==> src/rtl/gate_sweep_pkg.sv <==
// Shared state encoding, default geometry and reference truth tables for the gate sweep controller.
package gate_sweep_pkg;

   typedef logic [1:0] state_t;

   localparam state_t StIdle = 2'd0;
   localparam state_t StRun  = 2'd1;
   localparam state_t StDone = 2'd2;

   localparam int unsigned DefWidth = 2;
   localparam int unsigned DefDwell = 4;

   // Bit v is the expected output for input vector v ({a,b}, a = MSB).
   localparam logic [3:0] TblAnd = 4'b1000;
   localparam logic [3:0] TblOr  = 4'b1110;
   localparam logic [3:0] TblXor = 4'b0110;

endpackage

==> src/rtl/gate_sweep_dwell.sv <==
// Dwell counter: counts 0..DWELL-1 while enabled and strobes `last` on the final cycle of a window.
module gate_sweep_dwell #(
   parameter int unsigned DWELL = 4
) (
   input  logic clk,
   input  logic rst_n,
   input  logic clear,
   input  logic enable,
   output logic last
);

   localparam int unsigned CntW = (DWELL > 1) ? $clog2(DWELL) : 1;
   localparam logic [CntW-1:0] CntMax = CntW'(DWELL - 1);

   logic [CntW-1:0] cnt_q, cnt_d;

   assign last = enable && (cnt_q == CntMax);

   always_comb begin
      cnt_d = cnt_q;
      if (clear) begin
         cnt_d = '0;
      end else if (enable) begin
         cnt_d = last ? '0 : cnt_q + 1'b1;
      end
   end

   always_ff @(posedge clk or negedge rst_n) begin
      if (!rst_n) begin
         cnt_q <= '0;
      end else begin
         cnt_q <= cnt_d;
      end
   end

endmodule

==> src/rtl/gate_sweep_ctrl.sv <==
// Exhaustive input sweep of a combinational gate, checked against a latched truth table.
// Define GATE_SWEEP_LOG_EN to add the per-vector fail_mask output.
module gate_sweep_ctrl
   import gate_sweep_pkg::*;
#(
   parameter int unsigned WIDTH = DefWidth,
   parameter int unsigned DWELL = DefDwell
) (
   input  logic                  clk,
   input  logic                  rst_n,
   input  logic                  start,
   input  logic                  abort,
   input  logic [2**WIDTH-1:0]   truth_tbl,
   input  logic                  y,
   output logic [WIDTH-1:0]      vec_out,
   output logic                  busy,
   output logic                  done,
   output logic                  pass,
   output logic [WIDTH:0]        err_cnt,
   output logic [WIDTH-1:0]      first_fail
`ifdef GATE_SWEEP_LOG_EN
   ,
   output logic [2**WIDTH-1:0]   fail_mask
`endif
);

   localparam int unsigned NumVec = 2**WIDTH;
   localparam logic [WIDTH:0] ErrMax = (WIDTH+1)'(NumVec);
   localparam logic [WIDTH-1:0] LastVec = WIDTH'(NumVec - 1);

   state_t            state_q, state_d;
   logic [NumVec-1:0] tbl_q;
   logic [WIDTH-1:0]  vec_q, vec_d;
   logic [WIDTH:0]    err_q, err_d;
   logic [WIDTH-1:0]  ff_q, ff_d;
`ifdef GATE_SWEEP_LOG_EN
   logic [NumVec-1:0] mask_q, mask_d;
`endif

   logic accept;
   logic sample;

   // start and abort together in IDLE is a no-op.
   assign accept = (state_q == StIdle) && start && !abort;

   gate_sweep_dwell #(
      .DWELL (DWELL)
   ) u_dwell (
      .clk    (clk),
      .rst_n  (rst_n),
      .clear  (accept || abort),
      .enable (state_q == StRun),
      .last   (sample)
   );

   always_comb begin
      state_d = state_q;
      vec_d   = vec_q;
      err_d   = err_q;
      ff_d    = ff_q;
`ifdef GATE_SWEEP_LOG_EN
      mask_d  = mask_q;
`endif
      unique case (state_q)
         StIdle: begin
            if (accept) begin
               state_d = StRun;
               vec_d   = '0;
               err_d   = '0;
               ff_d    = '0;
`ifdef GATE_SWEEP_LOG_EN
               mask_d  = '0;
`endif
            end
         end
         StRun: begin
            // abort wins over the compare that would otherwise happen on this edge.
            if (abort) begin
               state_d = StIdle;
               vec_d   = '0;
            end else if (sample) begin
               if (y != tbl_q[vec_q]) begin
                  if (err_q != ErrMax) err_d = err_q + 1'b1;
                  if (err_q == '0) ff_d = vec_q;
`ifdef GATE_SWEEP_LOG_EN
                  mask_d[vec_q] = 1'b1;
`endif
               end
               if (vec_q == LastVec) begin
                  state_d = StDone;
               end else begin
                  vec_d = vec_q + 1'b1;
               end
            end
         end
         StDone: begin
            state_d = StIdle;
            vec_d   = '0;
         end
         default: begin
            state_d = StIdle;
            vec_d   = '0;
         end
      endcase
   end

   always_ff @(posedge clk or negedge rst_n) begin
      if (!rst_n) begin
         state_q <= StIdle;
         tbl_q   <= '0;
         vec_q   <= '0;
         err_q   <= '0;
         ff_q    <= '0;
`ifdef GATE_SWEEP_LOG_EN
         mask_q  <= '0;
`endif
      end else begin
         state_q <= state_d;
         vec_q   <= vec_d;
         err_q   <= err_d;
         ff_q    <= ff_d;
`ifdef GATE_SWEEP_LOG_EN
         mask_q  <= mask_d;
`endif
         if (accept) tbl_q <= truth_tbl;
      end
   end

   assign vec_out    = vec_q;
   assign busy       = (state_q == StRun);
   assign done       = (state_q == StDone) && !abort;
   assign pass       = (err_q == '0);
   assign err_cnt    = err_q;
   assign first_fail = ff_q;
`ifdef GATE_SWEEP_LOG_EN
   assign fail_mask  = mask_q;
`endif

endmodule

==> config.mk <==
export PLATFORM = sky130hd
export DESIGN_NAME = gate_sweep_ctrl
export DESIGN_NICKNAME = d
export VERILOG_FILES = /design/src/rtl/gate_sweep_pkg.sv /design/src/rtl/gate_sweep_dwell.sv /design/src/rtl/gate_sweep_ctrl.sv
export SDC_FILE = /design/constraint.sdc
export NUM_CORES = 1
export LEC_CHECK = 0
export BUFFER_PORTS_ARGS = -buffer_cell sky130_fd_sc_hd__buf_4
export CAP_MARGIN = 40
export CORE_AREA = 2 2 44 46
export DETAILED_ROUTE_END_ITERATION = 10
export DIE_AREA = 0 0 46 48
export GPL_TIMING_DRIVEN = 0
export HOLD_SLACK_MARGIN = 0.12
export MAX_ROUTING_LAYER = met4
export PLACE_DENSITY_LB_ADDON = 0.25
export SYNTH_ARGS = -nofsm -noshare
export SYNTH_HDL_FRONTEND = slang
export SYNTH_HIERARCHICAL = 1
export SYNTH_SLANG_ARGS = --single-unit
==> constraint.sdc <==
create_clock -name clk -period 2.57 [get_ports clk]
set_clock_uncertainty 0.05 [all_clocks]
set_input_delay 0.1285 -clock clk [delete_from_list [all_inputs] [get_ports clk]]
set_output_delay 0.1285 -clock clk [all_outputs]
set_load 0.005 [all_outputs]
### After elaboration in Yosys (flattened, before gate mapping)

Cells that the tools add are included.
Widths: inputs -> output; s select.

* register bits: 15
* input port bits: 9
* word-level logic and storage cells: 65

* add/subtract/negate cells: 3
* magnitude comparators: 1
* eq/ne operators: 15
* muxes and demuxes: 26
* reduce and logical (&&, ||, !) cells: 14

Operator list (count)
* $mux 2: 15
* $mux 3: 5
* $ne 2x2->1 const B: 6
* $ne 3x3->1 const B: 4
* $pmux 2 s2: 3
* $reduce_and 6->1: 2
* $eq 2x2->1 const B: 3
* $pmux 3 s2: 1
* $reduce_and 3->1: 2
* $add 2x1->2 const B: 2
* $logic_and 1x1->1: 4
* $reduce_bool 2->1: 2
* $add 3x1->3 const B: 1
* $logic_not 3->1: 1
* $lt 2x3->1 const B: 1
* $bmux 1 s2: 1
* $eq 2x1->1 const B: 1
* $logic_not 2->1: 1
* $logic_not 1->1: 1
* $logic_or 1x1->1: 1
* $mux 1: 1
* $ne 1x1->1: 1

### Longest topological paths before layout

Gate-level depths: netlist (run 1).

* depth after elaboration: 7
* mapped depth: 7

### Modules after synthesis

Netlist (run 1), hierarchy kept.

By module, submodules not included
* gate_sweep_ctrl: instances 1, cells each 72, area an instance 718.2 µm²
* gate_sweep_dwell: instances 1, cells each 9, area an instance 106.4 µm²

### Worst setup path before layout (run 1)

No wires, ideal clock.

* path type: register to register
* start: reg state_q[0]
* end: reg err_q[2], in the netlist err_cnt[2]
* data arrival time: 2.080 ns
* required time: 2.443 ns
* path slack: 0.362 ns
* stages on the path, launching flop included: 8
* path buffers: 1
* clock period less this slack: 2.208 ns
* cells stage by stage: dfrtp_1 -> buf_6 -> nor2b_1 -> and2_1 -> mux2i_1 -> or3_4 -> or4_1 -> a21oi_1

RTL lines
* from (decl): RTL line gate_sweep_ctrl.sv:31 `state_t state_q, state_d;`
* from (signal assigned): RTL line gate_sweep_ctrl.sv:109 `state_q <= StIdle;`
* from (signal assigned): RTL line gate_sweep_ctrl.sv:118 `state_q <= state_d;`
* $eq 2x1->1
* via busy: RTL line gate_sweep_ctrl.sv:16 `output logic busy,`
* $logic_and 1x1->1: RTL line gate_sweep_dwell.sv:17 `assign last = enable && (cnt_q == CntMax);`
* via sample: RTL line gate_sweep_ctrl.sv:41 `logic sample;`
* $ne 2x2->1 (no source line)
* $reduce_and 6->1 (no source line)
* to (signal assigned): RTL line gate_sweep_ctrl.sv:120 `err_q <= err_d;`
* to (decl): RTL line gate_sweep_ctrl.sv:34 `logic [WIDTH:0] err_q, err_d;`

The timed path passes the listed nets, and every way through them passes these cells.
A chain may end at the register's enable or synchronous reset.

### Final worst setup path (run 1)

* start: reg state_q[0]
* end: reg err_q[2], in the netlist err_cnt[2]

RTL lines
* $eq 2x1->1: RTL line gate_sweep_ctrl.sv:52 `.enable (state_q == StRun),`
* $logic_and 1x1->1: RTL line gate_sweep_dwell.sv:17
* via sample: RTL line gate_sweep_ctrl.sv:41
* $ne 2x2->1 (no source line)
* $reduce_and 6->1 (no source line)

The timed path passes the listed nets, and every way through them passes these cells.

==> results of run 1 <==
## cell families after synthesis
logic type               after synthesis  share of synthesized area, %
XOR/XNOR                               1                          1.06
adder cells (fa/ha/maj)                4                          6.07
flip-flops                            15                          45.5
multiplexers                           8                          11.4
AND/OR/NAND/NOR                       42                          26.1
AO/OA/AOI/OAI                          7                          7.13
buffers and inverters                  4                          2.73
## final timing paths
check	slack, ps	to	from	depth (start not counted)
setup / recovery	300	err_cnt[2]$_DFFE_PN0P_	state_q[0]$_DFFE_PN0P_	7
hold / removal	180	vec_out[0]$_DFFE_PN0P_	rst_n	2
setup reg to reg	300	err_cnt[2]$_DFFE_PN0P_	state_q[0]$_DFFE_PN0P_	7
hold reg to reg	430	tbl_q[3]$_DFFE_PN0P_	tbl_q[3]$_DFFE_PN0P_	2
max in group asynchronous	2120	first_fail[0]$_DFFE_PN0P_	rst_n	2
min in group clk	290	err_cnt[0]$_DFFE_PN0P_	y	4
## layer usage
| metal | global-route usage, % | vias up | wire length [um] |
|---|---|---|---|
| met3 | 2.26 | 4 | 47 |
| met5 | - | - | 0 |
| li1 | - | 340 | - |
| met4 | 10.3 | 0 | 36 |
| met2 | 27.8 | 13 | 748 |
| met1 | 24.1 | 331 | 774 |
## power groups by stage
stage	logic, mW	clock network, mW	registers [mW]
after CTS	0.122	0.139	0.266
after global placement	0.108	0	0.270
after detailed placement	0.112	0	0.271
final	0.121	0.134	0.266
after floorplan	0.0704	0	0.268
after global routing	0.138	0.147	0.268
## synthesized netlist by cell type
| master | n |
|---|---|
| a21o_1 | 1 |
| nor3_1 | 1 |
| o41ai_1 | 1 |
| nor2_1 | 2 |
| nor2b_1 | 4 |
| nor4b_1 | 1 |
| dfrtp_1 | 15 |
| nor3b_1 | 3 |
| nand2_1 | 23 |
| mux4_2 | 1 |
| inv_1 | 3 |
| ha_1 | 4 |
| mux2_2 | 1 |
| and3_1 | 1 |
| a21oi_2 | 1 |
| a21oi_1 | 1 |
| or3b_1 | 1 |
| a22o_1 | 1 |
| mux2i_1 | 6 |
| buf_6 | 1 |
| o21a_1 | 1 |
| or4_1 | 1 |
| or3_4 | 1 |
| nand2b_1 | 1 |
| xnor2_1 | 1 |
| a211oi_2 | 1 |
| and2_1 | 2 |
| nand3b_1 | 1 |
## timing repair
| item | CTS | global route |
|---|---|---|
| hold buffers | 8 | 0 |
| hold endpoints to repair | 21 | 0 |
| endpoints found under the setup margin | 0 | 3 |
| resized for setup | 0 | 1 |
| buffers inserted | 0 | 0 |
## stage by stage
step                      hold slack (ps)  total power [mW]  std cells  area (um^2)  utilization [%]
after floorplan                      -217             0.338         81          825                -
after global routing                  182             0.553        129         1100             64.9
after CTS                             172             0.527        129         1090             64.7
final                                 175             0.522        129         1100             64.9
after detailed placement            -55.3             0.383        117          986             58.4
after global placement              -56.0             0.378        116          981             58.1
## placed cells by master, fill, tap and decap left out
cell type,netlist,layout
a211oi_2,1,1
a21o_1,1,1
a21oi_1,1,1
a21oi_2,1,1
a22o_1,1,1
and2_1,2,2
and3_1,1,1
buf_2,0,1
buf_4,0,18
buf_6,1,1
clkbuf_4,0,3
clkinv_2,0,1
dfrtp_1,15,15
dlygate4sd3_1,0,8
ha_1,4,4
inv_1,3,3
mux2_2,1,1
mux2i_1,6,6
mux4_2,1,1
nand2_1,23,23
nand2b_1,1,1
nand3b_1,1,1
nor2_1,2,2
nor2b_1,4,3
nor2b_2,0,1
nor3_1,1,1
nor3b_1,3,3
nor4b_1,1,1
o21a_1,1,1
o41ai_1,1,1
or3_4,1,1
or3b_1,1,1
or4_1,1,1
xnor2_1,1,1
## final cells by class
cell class                      instances  area [um^2]
Timing Repair Buffer                   27          220
Clock buffer                            3         22.5
Tap cell                               17         21.3
Inverter                                3         11.3
Sequential cell                        15          375
Buffer                                  1         11.3
Clock inverter                          1         5.00
Multi-Input combinational cell         62          429
Fill cell                             149          593
## worst max-delay path, cell delays in order, from the launching register on
cell	delay [ps]
dfrtp_1	350
buf_6	120
nor2b_2	360
and2_1	250
mux2i_1	90
or3_4	360
or4_1	470
a21oi_1	150
## registers in the layout, summed over array words and instances, names as in the netlist
register       cells
vec_out            2
tbl_q              4
err_cnt            3
u_dwell/cnt_q      2
first_fail         2
state_q            2
==> qor.yml, run 1 <==
status: "finished clean"
antenna_found_initial: 0
synth_area_leaders: "dfrtp_1 (46%), nand2_1 (10%), mux2i_1 (7.3%), ha_1 (6.1%), nor2b_1 (3.0%)"
diodes: 0
grt_pass1_vias: 633
vias: 688
nets: 126
coreArea_um2: 1690
fp.dieH_um: 48
gp_congestion: 0.751
p_seq_share_pct: 51.1
tightest_slew_ps: 460
rsz0062_at_grt: "false"
drt_iter0_drc: 8
postRouteWirelength_um: 1610
syn_area_per_cell_um2: 10.2
maxCapViolCount: 0
slew_viol_final: 0
seq_area_frac_synth_pct: 45.5
worst-path-max-fanout: 10
ys_ff_latch: 15
initial_core_util_pct: 48.8
grt_use_total_pct: 18.5
cts-root-buf: "clkbuf_4"
via_per_inst: 5.33
fin_ws_ps: 302
max_freq_mhz: 441
path_class: "reg2reg"
drtAntennaViolNets: 0
drive_gt1_share_pct: 26.8
grt_max_degree: 16
syn-num-nets: 94
yosysUniqueCellTypes: 28
cts_tree: "yes"
yosysWarnings: 6
finalCritPeriodShare_pct: 88.3
h-tree-depth: 1
synth_top_cell_area_share_pct: 45.5
clk_latency_ps: 280
tns_ps: 0
die-area_um2: 2210
worstHoldPathType: "in2async"
route.detailed.wl_per_inst_um: 12.4
max-vdd-ir-drop_mv: 0.326
ios: 19
place_ws_ps: 123
clkSlewWorstSetupHoldPaths_ps: 90
p_sw_mw: 0.145
switching_share_pct: 27.9
setup_viol: 0
period_needed_ps: 2270
p_leak_nw: 0.533
drc_errors: 0
port_buffers: 18
p_per_area_nw_per_um2: 476
dp_hpwl_um: 1180
clock_sinks: 15
synth_top_area_cell: "dfrtp_1"
grt_pass1_wl_um: 2760
critPathArrivalTime_ps: 2430
maxSlewHeadroom_pct: 68.9
hold_violations: 0
overflow: 0
synthCells: 81
drt_first_pass_iters: 4
area_delta_synth_final_pct: 32.9
cts_buffers: 3
combinationalPowerShare_pct: 23.2
die_x_um: 46
syn_area_um2: 825
critPathRequiredTime_ps: 2730
rows: 15
intPower_mw: 0.376
clkPwrFrac_pct: 25.7
start_kind: "flop"
cts_max_path_buffers: 2
cp-end-kind: "flop"
No activity file was read; power rests on OpenSTA's default activity.
==> run 2: changes to the inputs <==
--- a/config.mk
+++ b/config.mk
@@ -5,11 +5,12 @@
 export SDC_FILE = /design/constraint.sdc
 export NUM_CORES = 1
 export LEC_CHECK = 0
+export ABC_AREA = 1
 export BUFFER_PORTS_ARGS = -buffer_cell sky130_fd_sc_hd__buf_4
 export CAP_MARGIN = 40
-export CORE_AREA = 2 2 44 46
+export CORE_AREA = 2 2 45 47
 export DETAILED_ROUTE_END_ITERATION = 10
-export DIE_AREA = 0 0 46 48
+export DIE_AREA = 0 0 47 49
 export GPL_TIMING_DRIVEN = 0
 export HOLD_SLACK_MARGIN = 0.12
 export MAX_ROUTING_LAYER = met4
==> qor.yml, run 2 <==
status: "finished clean"
dp_hpwl_um: 1260
via_per_inst: 4.76
worstHoldPathType: "in2reg"
max-vdd-ir-drop_mv: 0.311
tightest_slew_ps: 261
cts_buffers: 3
die-area_um2: 2300
cts-root-buf: "clkbuf_4"
seq_area_frac_synth_pct: 42.1
critPathRequiredTime_ps: 2700
tns_ps: 0
gp_congestion: 0.807
grt_use_total_pct: 17.1
layout_commonest_cell: "nand2_1"
maxSlewHeadroom_pct: 82.5
initial_core_util_pct: 48.4
p_sw_mw: 0.203
grt_max_degree: 16
max_freq_mhz: 552
critPathArrivalTime_ps: 1940
coreArea_um2: 1840
synth_flop_cell: "dfrtp_1"
maxCapViolCount: 0
setup_viol: 0
clkSlewWorstSetupHoldPaths_ps: 90
yosysUniqueCellTypes: 21
nFillCells: 177
overflow: 0
port_buffers: 18
diodes: 0
synthTopCellsByCount: "nand2_1 (27), dfrtp_1 (15), inv_1 (13), nand3_1 (10), nor2_1 (9)"
rows: 16
worst-path-max-fanout: 10
antenna_found_initial: 0
p_per_area_nw_per_um2: 542
clkPwrFrac_pct: 21.6
synth_area_leaders: "dfrtp_1 (42%), nand2_1 (11%), ha_1 (5.6%), nand3_1 (5.6%), inv_1 (5.5%)"
drc_errors: 0
grt_pass1_wl_um: 2760
fp.dieH_um: 49
clock_sinks: 15
synth_top_cell_area_share_pct: 42.1
synthCells: 103
start_kind: "flop"
switching_share_pct: 32.6
layout_common_cells: "nand2_1 (27), buf_4 (18), dfrtp_1 (15)"
synthArstFlopShare_pct: 100
period_needed_ps: 1810
drt_first_pass_iters: 4
drt_iter0_drc: 7
h-tree-depth: 1
synth_top_area_cell: "dfrtp_1"
cts_max_path_buffers: 2
post-route-util_pct: 62.2
drive_gt1_share_pct: 28.2
fin_area_um2: 1150
fin_ws_ps: 757
clk_latency_ps: 280
finalCritPeriodShare_pct: 70.5
nets: 145
syn_area_um2: 891
combinationalPowerShare_pct: 31.3
largest_reg_flops: 4
post_cts_buffers: 0
p_seq_share_pct: 47.1
vias: 752
slew_viol_final: 0
ios: 19
ys_ff_latch: 15
yosys.cell_count.top_type: "nand2_1"
regMostFlops: "tbl_q"
cts_tree: "yes"
synth-edff-count: 0
syn-num-nets: 116
grt_pass1_vias: 707
placed_area_um2: 1060
yosysWarnings: 6
route.detailed.wl_per_inst_um: 10.4
postRouteWirelength_um: 1650
rsz0062_at_grt: "false"
cp-end-kind: "flop"
intPower_mw: 0.418
place_ws_ps: 736
path_class: "reg2reg"
syn_area_per_cell_um2: 8.65
hold_violations: 0
die_x_um: 47
drtAntennaViolNets: 0
area_delta_synth_final_pct: 28.7
p_leak_nw: 0.577
[run 2: worst paths after layout]
path                                            from                        end  cells past startpoint  slack, ps
max in group asynchronous                      rst_n     vec_out[1]$_DFFE_PN0P_                      2       2120
hold / removal                                 start     state_q[0]$_DFFE_PN0P_                      3        170
min in group asynchronous                      rst_n     err_cnt[2]$_DFFE_PN0P_                      2        180
setup reg to reg              state_q[1]$_DFFE_PN0P_  first_fail[0]$_DFFE_PN0P_                     10        760
hold reg to reg            first_fail[1]$_DFFE_PN0P_  first_fail[1]$_DFFE_PN0P_                      2        440
setup / recovery              state_q[1]$_DFFE_PN0P_  first_fail[0]$_DFFE_PN0P_                     10        760
[run 2: per-stage QoR]
step / power [mW] / cells / hold slack (ps)
final: 0.621 / 158 / 175
after global routing: 0.662 / 158 / 197
after CTS: 0.632 / 158 / 171
after detailed placement: 0.488 / 148 / -56.9
after global placement: 0.480 / 148 / -58.5
after floorplan: 0.416 / 103 / -217
[run 2: kinds of logic after synthesis]
logic type / share of synthesized area [%]
mux: 5.06
simple gates: 31.2
xor+xnor: 0.983
fa+ha+maj: 5.62
buf+inv: 6.74
flops: 42.1
compound gates: 8.29
[run 2: routing by layer]
layer  wire length (um)  vias to the layer above  global-route usage (%)
met4                 44                        0                    9.72
met2                831                       15                    27.6
li1                   -                      388                       -
met3                 49                        5                    2.22
met5                  0                        -                       -
met1                720                      344                    19.5
[run 2: power by group through the flow]
stage	registers [mW]	logic, mW	clock network [mW]
final	0.293	0.194	0.134
after global placement	0.297	0.183	0
after floorplan	0.294	0.121	0
after CTS	0.293	0.198	0.141
after global routing	0.298	0.220	0.144
after detailed placement	0.298	0.189	0
[run 2: area by class of cell]
| class | count | area (um^2) | share of cell area [%] |
|---|---|---|---|
| clock buffers | 4 | 26.3 | 2.29 |
| inverters | 16 | 60.1 | 5.24 |
| repair buffers | 24 | 195 | 17.0 |
| multi-input cells | 72 | 455 | 39.7 |
| flip-flops and latches | 15 | 375 | 32.8 |
| well taps | 27 | 33.8 | 2.95 |
[run 2: critical path, stage by stage, from the launching register on]
cell and delay, ps:
dfrtp_1 420, inv_2 100, nand2_2 170, inv_2 180
nand2_1 70, inv_1 100, nand4_1 200, a21oi_2 220
nand2_1 90, nand2_1 60, nand2_1 50
[run 2: repair_timing]
item / 4_1_cts / 5_1_grt
endpoints found under the hold margin: 21 / 0
hold buffers: 6 / 0
resized for setup: 0 / 0
